`config.mk`:
```
export PLATFORM = sky130hd
export DESIGN_NAME = display_scan_driver
export DESIGN_NICKNAME = d
export VERILOG_FILES = /design/src/rtl/display_pkg.sv /design/src/rtl/hex_to_7seg.sv /design/src/rtl/display_scan_driver.sv
export SDC_FILE = /design/constraint.sdc
export NUM_CORES = 1
export LEC_CHECK = 0
export CAP_MARGIN = 25
export CORE_ASPECT_RATIO = 0.8
export CORE_MARGIN = 8
export CORE_UTILIZATION = 36
export CTS_BUF_LIST = sky130_fd_sc_hd__clkbuf_4
export DETAILED_ROUTE_END_ITERATION = 8
export HOLD_SLACK_MARGIN = 0.02
export PLACE_DENSITY = 0.68
export SLEW_MARGIN = 20
export SYNTH_ARGS = -nofsm -noshare
export SYNTH_HDL_FRONTEND = slang
export SYNTH_HIERARCHICAL = 1
export SYNTH_SLANG_ARGS = --single-unit
export TNS_END_PERCENT = 30
```
`constraint.sdc`:
```
create_clock -name clk -period 2.05 [get_ports clk]
set_input_delay 0.3075 -clock clk [delete_from_list [all_inputs] [get_ports clk]]
set_output_delay 0.3075 -clock clk [all_outputs]
set_load 0.01 [all_outputs]
```
`src/rtl/display_pkg.sv`:
```
// Shared 7-segment encoding for the board's common-anode displays.
// Segment vectors are active-low, ordered {g,f,e,d,c,b,a}: bit 0 drives segment a.
package display_pkg;

    typedef logic [6:0] seg_t;

    localparam int SEG_A = 0;
    localparam int SEG_B = 1;
    localparam int SEG_C = 2;
    localparam int SEG_D = 3;
    localparam int SEG_E = 4;
    localparam int SEG_F = 5;
    localparam int SEG_G = 6;

    localparam seg_t SEG_OFF = 7'h7F;

    // Wide enough for any digit count a scan driver can address; users take the low bits.
    localparam logic [31:0] ANODES_OFF = '1;

    localparam seg_t HEX_TABLE [16] = '{
        7'h40, 7'h79, 7'h24, 7'h30,   // 0 1 2 3
        7'h19, 7'h12, 7'h02, 7'h78,   // 4 5 6 7
        7'h00, 7'h10, 7'h08, 7'h03,   // 8 9 A b
        7'h46, 7'h21, 7'h06, 7'h0E    // C d E F
    };

    function automatic seg_t hex_encode(input logic [3:0] value);
        return HEX_TABLE[value];
    endfunction

endpackage

```
`src/rtl/hex_to_7seg.sv`:
```
// Combinational hex-to-segment decoder, active-low {g..a}; shared by any display path.
module hex_to_7seg
    import display_pkg::*;
(
    input  logic [3:0] hex,
    output logic [6:0] seg
);

    assign seg = hex_encode(hex);

endmodule

```
`src/rtl/display_scan_driver.sv`:
```
// Time-multiplexed scan controller for a common-anode 7-segment display:
// prescaler, digit index counter, anti-ghosting guard and registered outputs.
module display_scan_driver
    import display_pkg::*;
#(
    parameter int REFRESH_DIV  = 100_000,
    parameter int BLANK_CYCLES = 4,
    parameter int DIGITS       = 8,
    parameter int width        = 3
) (
    input  logic              clk,
    input  logic              rst_n,
    input  logic              enable,
    input  logic [3:0]        nibble,
    input  logic [DIGITS-1:0] dp_mask,
    input  logic [DIGITS-1:0] blank_mask,
    output logic [width-1:0]  digit_sel,
    output logic [DIGITS-1:0] anodes,
    output logic [6:0]        segments,
    output logic              dp,
    output logic              digit_tick
);

    localparam int               PRE_W    = (REFRESH_DIV > 1) ? $clog2(REFRESH_DIV) : 1;
    localparam logic [PRE_W-1:0] PRE_LAST = PRE_W'(REFRESH_DIV - 1);
    localparam logic [width-1:0] SEL_LAST = width'(DIGITS - 1);
    localparam int               SEL_SPAN = 2 ** width;

    logic [PRE_W-1:0]    pre;
    logic                terminal;
    logic                guard;
    logic                dark;
    logic [6:0]          hex_seg;
    logic [DIGITS-1:0]   sel_onehot;
    logic [SEL_SPAN-1:0] dp_ext;
    logic [SEL_SPAN-1:0] blank_ext;

    assign terminal   = enable && (pre == PRE_LAST);
    assign digit_tick = terminal;

    // NOTE: state registers use non-blocking assignments so every flop samples pre-edge values.
    always_ff @(posedge clk or negedge rst_n) begin
        if (!rst_n) begin
            pre       <= '0;
            digit_sel <= '0;
        end else if (!enable) begin
            pre <= '0;
        end else if (terminal) begin
            pre       <= '0;
            digit_sel <= (digit_sel == SEL_LAST) ? '0 : digit_sel + 1'b1;
        end else begin
            pre <= pre + 1'b1;
        end
    end

    // The wrap cycle is blanked as well, so the outgoing digit goes dark on the
    // same edge that moves digit_sel; the guard then covers the new nibble settling.
    generate
        if (BLANK_CYCLES == 0) begin : g_no_guard
            assign guard = 1'b0;
        end else begin : g_guard
            assign guard = (pre < PRE_W'(BLANK_CYCLES)) || terminal;
        end
    endgenerate

    // Masks padded to the full index span so any digit_sel value indexes safely.
    // NOTE: every always_comb output gets a default first, which rules out inferred latches.
    always_comb begin
        dp_ext                 = '0;
        blank_ext              = '0;
        dp_ext[DIGITS-1:0]     = dp_mask;
        blank_ext[DIGITS-1:0]  = blank_mask;
    end

    assign sel_onehot = DIGITS'(1) << digit_sel;
    assign dark       = !enable || guard || blank_ext[digit_sel];

    hex_to_7seg u_hex_to_7seg (
        .hex (nibble),
        .seg (hex_seg)
    );

    always_ff @(posedge clk or negedge rst_n) begin
        if (!rst_n) begin
            anodes   <= ANODES_OFF[DIGITS-1:0];
            segments <= SEG_OFF;
            dp       <= 1'b1;
        end else if (dark) begin
            anodes   <= ANODES_OFF[DIGITS-1:0];
            segments <= SEG_OFF;
            dp       <= 1'b1;
        end else begin
            anodes   <= ~sel_onehot;
            segments <= hex_seg;
            dp       <= ~dp_ext[digit_sel];
        end
    end

endmodule

```
==> results.cfg, run 1 <==
[global_route]
vias_in_the_first_global_route = 1680
grt_pass1_wl_um = 7860
global_route.usage.total_pct = 11.5
antenna_found_initial = 0
globalRouteOverflowTotal = 0
grt_max_degree = 37

[cts]
ctsHoldBuffers = 0
clock_insertion_delay_worst_skew_ps = 340
cts_made_buffers = 5
maximum_count_of_clock_buffers_along_a_single_path = 2
cts_tree = built
clock_input_transition_at_the_sequential_cells_of_the_worst_setup_and_hold_paths_ps = 120
cts_htree_levels = 2
cts_root_buf = sky130_fd_sc_hd__clkbuf_4
clock-sinks = 36

[synthesis]
synthesis_stage_register_bit_count = 36
synth.top_cells.by_area = sky130_fd_sc_hd__dfrtp_1, sky130_fd_sc_hd__dfstp_2, sky130_fd_sc_hd__ha_1
syn_area_um2 = 2080
synth_top_area_share_pct = 24.1
synth.net_count = 225
synth.avg_cell_area_um2 = 11.1
synthDistinctLibCells = 40
synth-edff-count = 0
yosysSeqAreaShare_pct = 44.3
synth_top_area_cell = sky130_fd_sc_hd__dfrtp_1
synth_ff_type = sky130_fd_sc_hd__dfrtp_1
yosys_warnings = 6
synth_async_sr_flop_share_pct = 100
netlist_instances = 188

[power_and_ir_drop]
power_per_cell_area_nw_per_um2 = 482
leakage_nw = 1.26
ir_worst_vdd_mv = 0.229

[worst_setup_path]
critical-path-max-stage-delay_ps = 410
startpoint_type = flip-flop
critical_path_class = flip-flop to output port
crit_buf_inv = 1
setup.worst_path.end_class = output port
critPathMaxFanout = 2
critical_path.top_delay_family = simple AND/OR/NAND/NOR gates
worstPathCellList = nor4_2, nand2_2, nor4_4, buf_2
cpMaxStageDelayCell = sky130_fd_sc_hd__dfrtp_1
worstPathArrival_ps = 1660
setup.reg_to_reg.worst_slack_ps = 130
worstPathRequired_ps = 1740

[placed_design]
dpl-instance-area_um2 = 2800
gp_congestion = 0.760
portBuffers = 42
hpwl_um = 3560

[route]
detail-route-antenna-nets = 0
wl_per_cell_um = 13.4
detail_route.wirelength_um = 4550
detail_route.iter0.violations = 37
drtPass1Iterations = 4
detailroute.via_count = 1600
drc_errors_left = 0
drt-vias-per-instance = 4.71

[die]
number_of_standard_cell_rows_in_the_floorplan = 24
io-pin-count = 43
die_height_um = 84
core-area_um2 = 5530
dieWidth_um = 101
start_util_pct = 37.7
fp.dieArea_um2 = 8480

[layout]
insertedDiodeCount = 0
layout.nets = 298
postLayoutCellArea_um2 = 2890
final_core_utilization_pct = 52.3
area_growth_pct = 38.9
fraction_of_final_layout_cells_sized_beyond_drive_strength_1_pct = 26.7

[sta]
fmax_mhz = 509
drv_slew = 0
worst-slew-pin-transition_ps = 430
hold_violations = 0
finClkSkew_ps = 14.0
min_period_over_period_pct = 95.9
layout_min_cycle_time_ps = 1970
report.final.setup_viol = 0
setup_total_negative_slack_ps = 0
worst_slew_margin_pct = 71.3
rsz0062_at_grt = true

[run]
max-cap-violations = 0

[status]
outcome = completed

[hold_path]
worst_hold_path_type = input pin to asynchronous set/reset pin
==> cells by family after synthesis <==
| kind of cell | count (synthesis) | synth area share [%] |
|---|---|---|
| compound gates | 10 | 3.85 |
| xor+xnor | 14 | 5.89 |
| fa+ha+maj | 14 | 8.42 |
| buf+inv | 20 | 5.17 |
| flops | 36 | 44.3 |
| mux | 15 | 10.9 |
| simple gates | 79 | 21.5 |
==> cell usage in the layout, fill, tap and decap left out, types with 5 or more instances in the layout <==
cell type and count:
sky130_fd_sc_hd__clkdlybuf4s50_1 41, sky130_fd_sc_hd__buf_4 32, sky130_fd_sc_hd__nor2_1 21, sky130_fd_sc_hd__dfrtp_1 20
sky130_fd_sc_hd__dfstp_2 16, sky130_fd_sc_hd__ha_1 14, sky130_fd_sc_hd__inv_1 11, sky130_fd_sc_hd__nand2_1 10
sky130_fd_sc_hd__or3_1 10, sky130_fd_sc_hd__xor2_1 8, sky130_fd_sc_hd__mux2i_1 7, sky130_fd_sc_hd__or4_1 7
sky130_fd_sc_hd__xnor2_1 6, sky130_fd_sc_hd__nand3_1 5, sky130_fd_sc_hd__nand4_1 5, sky130_fd_sc_hd__clkbuf_4 5
==> path summary, 6_finish.rpt <==
path	startpoint	endpoint	cells after the start
worst max-delay path	pre[13]$_DFF_PN0_	digit_tick	4
worst min-delay path	rst_n	pre[6]$_DFF_PN0_	2
worst max register to register	digit_sel[0]$_DFFE_PN0P_	segments[6]$_DFF_PN1_	5
worst min register to register	pre[0]$_DFF_PN0_	pre[0]$_DFF_PN0_	2
max in group asynchronous	rst_n	segments[6]$_DFF_PN1_	2
min in group clk	pre[0]$_DFF_PN0_	pre[0]$_DFF_PN0_	2
==> layer usage <==
layer	up-vias	GRT usage [%]	part of all wire, %
met5	-	0	0
met4	0	4.86	1.4
met3	4	3.33	5.8
met2	40	16.8	43
met1	743	15.4	50
li1	813	-	-
==> repair_timing <==
item / CTS / global route
buffers inserted: 0 / 0
hold endpoints to repair: 0 / 0
resized for setup: 5 / 2
setup endpoints to repair: 1 / 1
pin swaps: 1 / 1
==> cell type report <==
type / count / area [um^2]
repair buffers: 75 / 676
multi-input cells: 132 / 1070
inverters: 11 / 41.3
clock inverters: 3 / 42.5
fillers: 508 / 2640
clock buffers: 5 / 37.5
flip-flops and latches: 36 / 921
well taps: 78 / 97.6
==> stage by stage <==
step           hold WS [ps]  setup WS (ps)  std cells  total power (W)
2_1_floorplan          11.9            157        188         0.000810
3_3_place_gp            526          -77.3        332         0.000908
3_5_place_dp            534           -104        332         0.000911
4_1_cts                 372           10.8        340          0.00142
5_1_grt                 388          -25.3        340          0.00148
6_report                360           83.6        340          0.00139
==> power breakdown <==
part,switching [W],internal (W)
registers,0.00000373,0.000721
clock network,0.000244,0.000254
logic,0.0000716,0.0000991
total,0.000319,0.00107
==> synth_stat cells (2+ instances only) <==
cell type / number
sky130_fd_sc_hd__nand2_1: 11
sky130_fd_sc_hd__inv_1: 11
sky130_fd_sc_hd__nand3_1: 5
sky130_fd_sc_hd__a21oi_1: 2
sky130_fd_sc_hd__clkbuf_1: 2
sky130_fd_sc_hd__mux4_2: 2
sky130_fd_sc_hd__ha_1: 14
sky130_fd_sc_hd__nor2_1: 21
sky130_fd_sc_hd__dfstp_2: 16
sky130_fd_sc_hd__xnor2_1: 6
sky130_fd_sc_hd__a22o_1: 2
sky130_fd_sc_hd__o21ai_0: 2
sky130_fd_sc_hd__nor3_1: 3
sky130_fd_sc_hd__mux2i_1: 7
sky130_fd_sc_hd__and2_1: 2
sky130_fd_sc_hd__buf_4: 2
sky130_fd_sc_hd__or4_1: 7
sky130_fd_sc_hd__or3_1: 10
sky130_fd_sc_hd__mux4_1: 3
sky130_fd_sc_hd__nand4_1: 5
sky130_fd_sc_hd__and4_1: 4
sky130_fd_sc_hd__mux2_1: 2
sky130_fd_sc_hd__xor2_1: 8
sky130_fd_sc_hd__dfrtp_1: 20
sky130_fd_sc_hd__buf_6: 3
sky130_fd_sc_hd__nor4_1: 4
==> registers in the layout (all words and copies together), names as in the netlist <==
name / cells
digit_sel: 3
dp: 1
segments: 7
pre: 17
anodes: 8
Power figures use the tool's default switching activity.
==> inputs of run 2 (changes only) <==
- CAP_MARGIN: 25 -> unset
- PLACE_DENSITY: 0.68 -> 0.7
- clock period: 2.05 -> 1.75 ns (I/O delays scaled with it)
==> run 2 against run 1 <==
- the flow now finishes with violations (setup timing)
- non-clock buffer count grew 10
- setup slack worse by 240 ps
- via count up 5.9%
- count of clock-buffer cells in the layout unchanged
- die area did not move
- first-iteration DRC count grew 120%
- core utilization grew 1.7 points
- critical path depth rose by 1
- total power grew 7.1%
- flip-flop and latch count is the same
- critical path type unchanged
- critical endpoint unchanged
- largest cell class unchanged
- largest power group unchanged
- highest routed layer unchanged
==> results.cfg, run 2 (synthesized netlist as in run 1, its figures left out) <==
[layout]
layout_common_cells = sky130_fd_sc_hd__clkdlybuf4s50_1, sky130_fd_sc_hd__buf_4, sky130_fd_sc_hd__nor2_1
filler_cell_count = 511
insertedDiodeCount = 0
largest_registers = pre (17), anodes (8), segments (7)
largest_register = pre
largest_register_ffs = 17
area_growth_pct = 43.4
layout.nets = 309
multi_input_comb_area_um2 = 1090
final-seq-area_um2 = 922
fraction_of_final_layout_cells_sized_beyond_drive_strength_1_pct = 31.9
postLayoutCellArea_um2 = 2980

[route]
drtPass1Iterations = 4
drt-vias-per-instance = 4.83
detail-route-antenna-nets = 0
detail_route.iter0.violations = 81
wl_per_cell_um = 13.8
detailroute.via_count = 1694
drc_errors_left = 0
detail_route.wirelength_um = 4840

[cts]
cts_htree_levels = 2
maximum_count_of_clock_buffers_along_a_single_path = 2
cts_root_buf = sky130_fd_sc_hd__clkbuf_4
clock_input_transition_at_the_sequential_cells_of_the_worst_setup_and_hold_paths_ps = 110
clock_insertion_delay_worst_skew_ps = 340
cts_made_buffers = 5
clock-sinks = 36
cts_tree = built

[die]
number_of_standard_cell_rows_in_the_floorplan = 24
io-pin-count = 43
dieWidth_um = 101
fp.dieArea_um2 = 8480
start_util_pct = 37.7
die_height_um = 84
core-area_um2 = 5530

[power_and_ir_drop]
power_per_cell_area_nw_per_um2 = 500
ir_worst_vdd_mv = 0.191
report.power.total_w = 0.00149
leakage_nw = 1.35

[worst_setup_path]
setup.worst_path.end_class = output port
critPathMaxFanout = 2
critPathLaunch = pre[0]$_DFF_PN0_
worstPathRequired_ps = 1490
worstPathArrival_ps = 1650
critical_path_class = flip-flop to output port
startpoint_type = flip-flop
r2r-start = pre[0]$_DFF_PN0_

[sta]
timing.final.ws_setup_ps = -158
min_period_over_period_pct = 109
worst-slew-pin-transition_ps = 443
hold_violations = 0
layout_min_cycle_time_ps = 1910
worst_slew_margin_pct = 70.4
rsz0062_at_grt = true
drv_slew = 0
setup_total_negative_slack_ps = -1920
fmax_mhz = 524
finClkSkew_ps = 1.85
report.final.setup_viol = 33

[global_route]
globalRouteOverflowTotal = 0
global_route.usage.total_pct = 11.9
grt_pass1_wl_um = 8230
grt_max_degree = 37
vias_in_the_first_global_route = 1775
antenna_found_initial = 0

[run]
max-cap-violations = 0

[placed_design]
gp_congestion = 0.779
hpwl_um = 3630
minimum_setup_slack_after_placement_ps = -338
dpl-instance-area_um2 = 2860
portBuffers = 42

[hold_path]
worst_hold_path_type = input pin to asynchronous set/reset pin

[status]
outcome = finished, violations left
failed_checks = setup timing
==> run 2: per-stage QoR <==
stage | utilization [%] | instances | hold WS, ps
2_1_floorplan | - | 188 | -33.1
3_3_place_gp | 51.7 | 339 | 537
3_5_place_dp | 51.7 | 339 | 536
4_1_cts | 52.9 | 347 | 327
5_1_grt | 54.0 | 351 | 340
6_report | 54.0 | 351 | 314
==> run 2: final timing paths <==
check                      slack, ps             endpoint  depth (start not counted)
max in group asynchronous       1090  anodes[1]$_DFF_PN1_                          2
max                             -160           digit_tick                          5
min                              310     pre[5]$_DFF_PN0_                          2
max reg2reg                     -110  anodes[2]$_DFF_PN1_                          8
min reg2reg                      560     pre[0]$_DFF_PN0_                          2
min in group clk                 560     pre[0]$_DFF_PN0_                          2
==> run 2: cell type report <==
type                    count  share of cell area (%)
clock buffers               5                    1.26
clock inverters             3                   0.461
inverters                  11                    1.38
multi-input cells         133                    36.7
flip-flops and latches     36                    30.9
well taps                  78                    3.27
repair buffers             85                    26.0
==> run 2: metal layers <==
metal	track usage, %	vias to the layer above	wire length, um
li1	-	833	-
met1	15.2	812	2330
met2	18.3	44	2210
met3	3.08	5	250
met4	4.86	0	58
met5	0	-	0
==> run 2: report_power, final <==
group | internal [W] | switching (W) | total [W]
clock | 0.000147 | 0.000275 | 0.000422
combinational | 0.000131 | 0.0000916 | 0.000222
sequential | 0.000845 | 0.00000446 | 0.000849
==> run 2: critical path, cell delays in order (launching register included) <==
cell                      delay, ps
sky130_fd_sc_hd__dfrtp_1        380
sky130_fd_sc_hd__ha_2           190
sky130_fd_sc_hd__and4_4         230
sky130_fd_sc_hd__nand2_4         60
sky130_fd_sc_hd__nor4_4         270
sky130_fd_sc_hd__buf_2          180
==> run 2: what timing repair did <==
action                     4_1_cts  5_1_grt
gates resized for setup         12        4
pin swaps                        7        8
hold buffers                     0        0
cloned                           0        2
setup buffers                    0        2
setup endpoints to repair       36       36
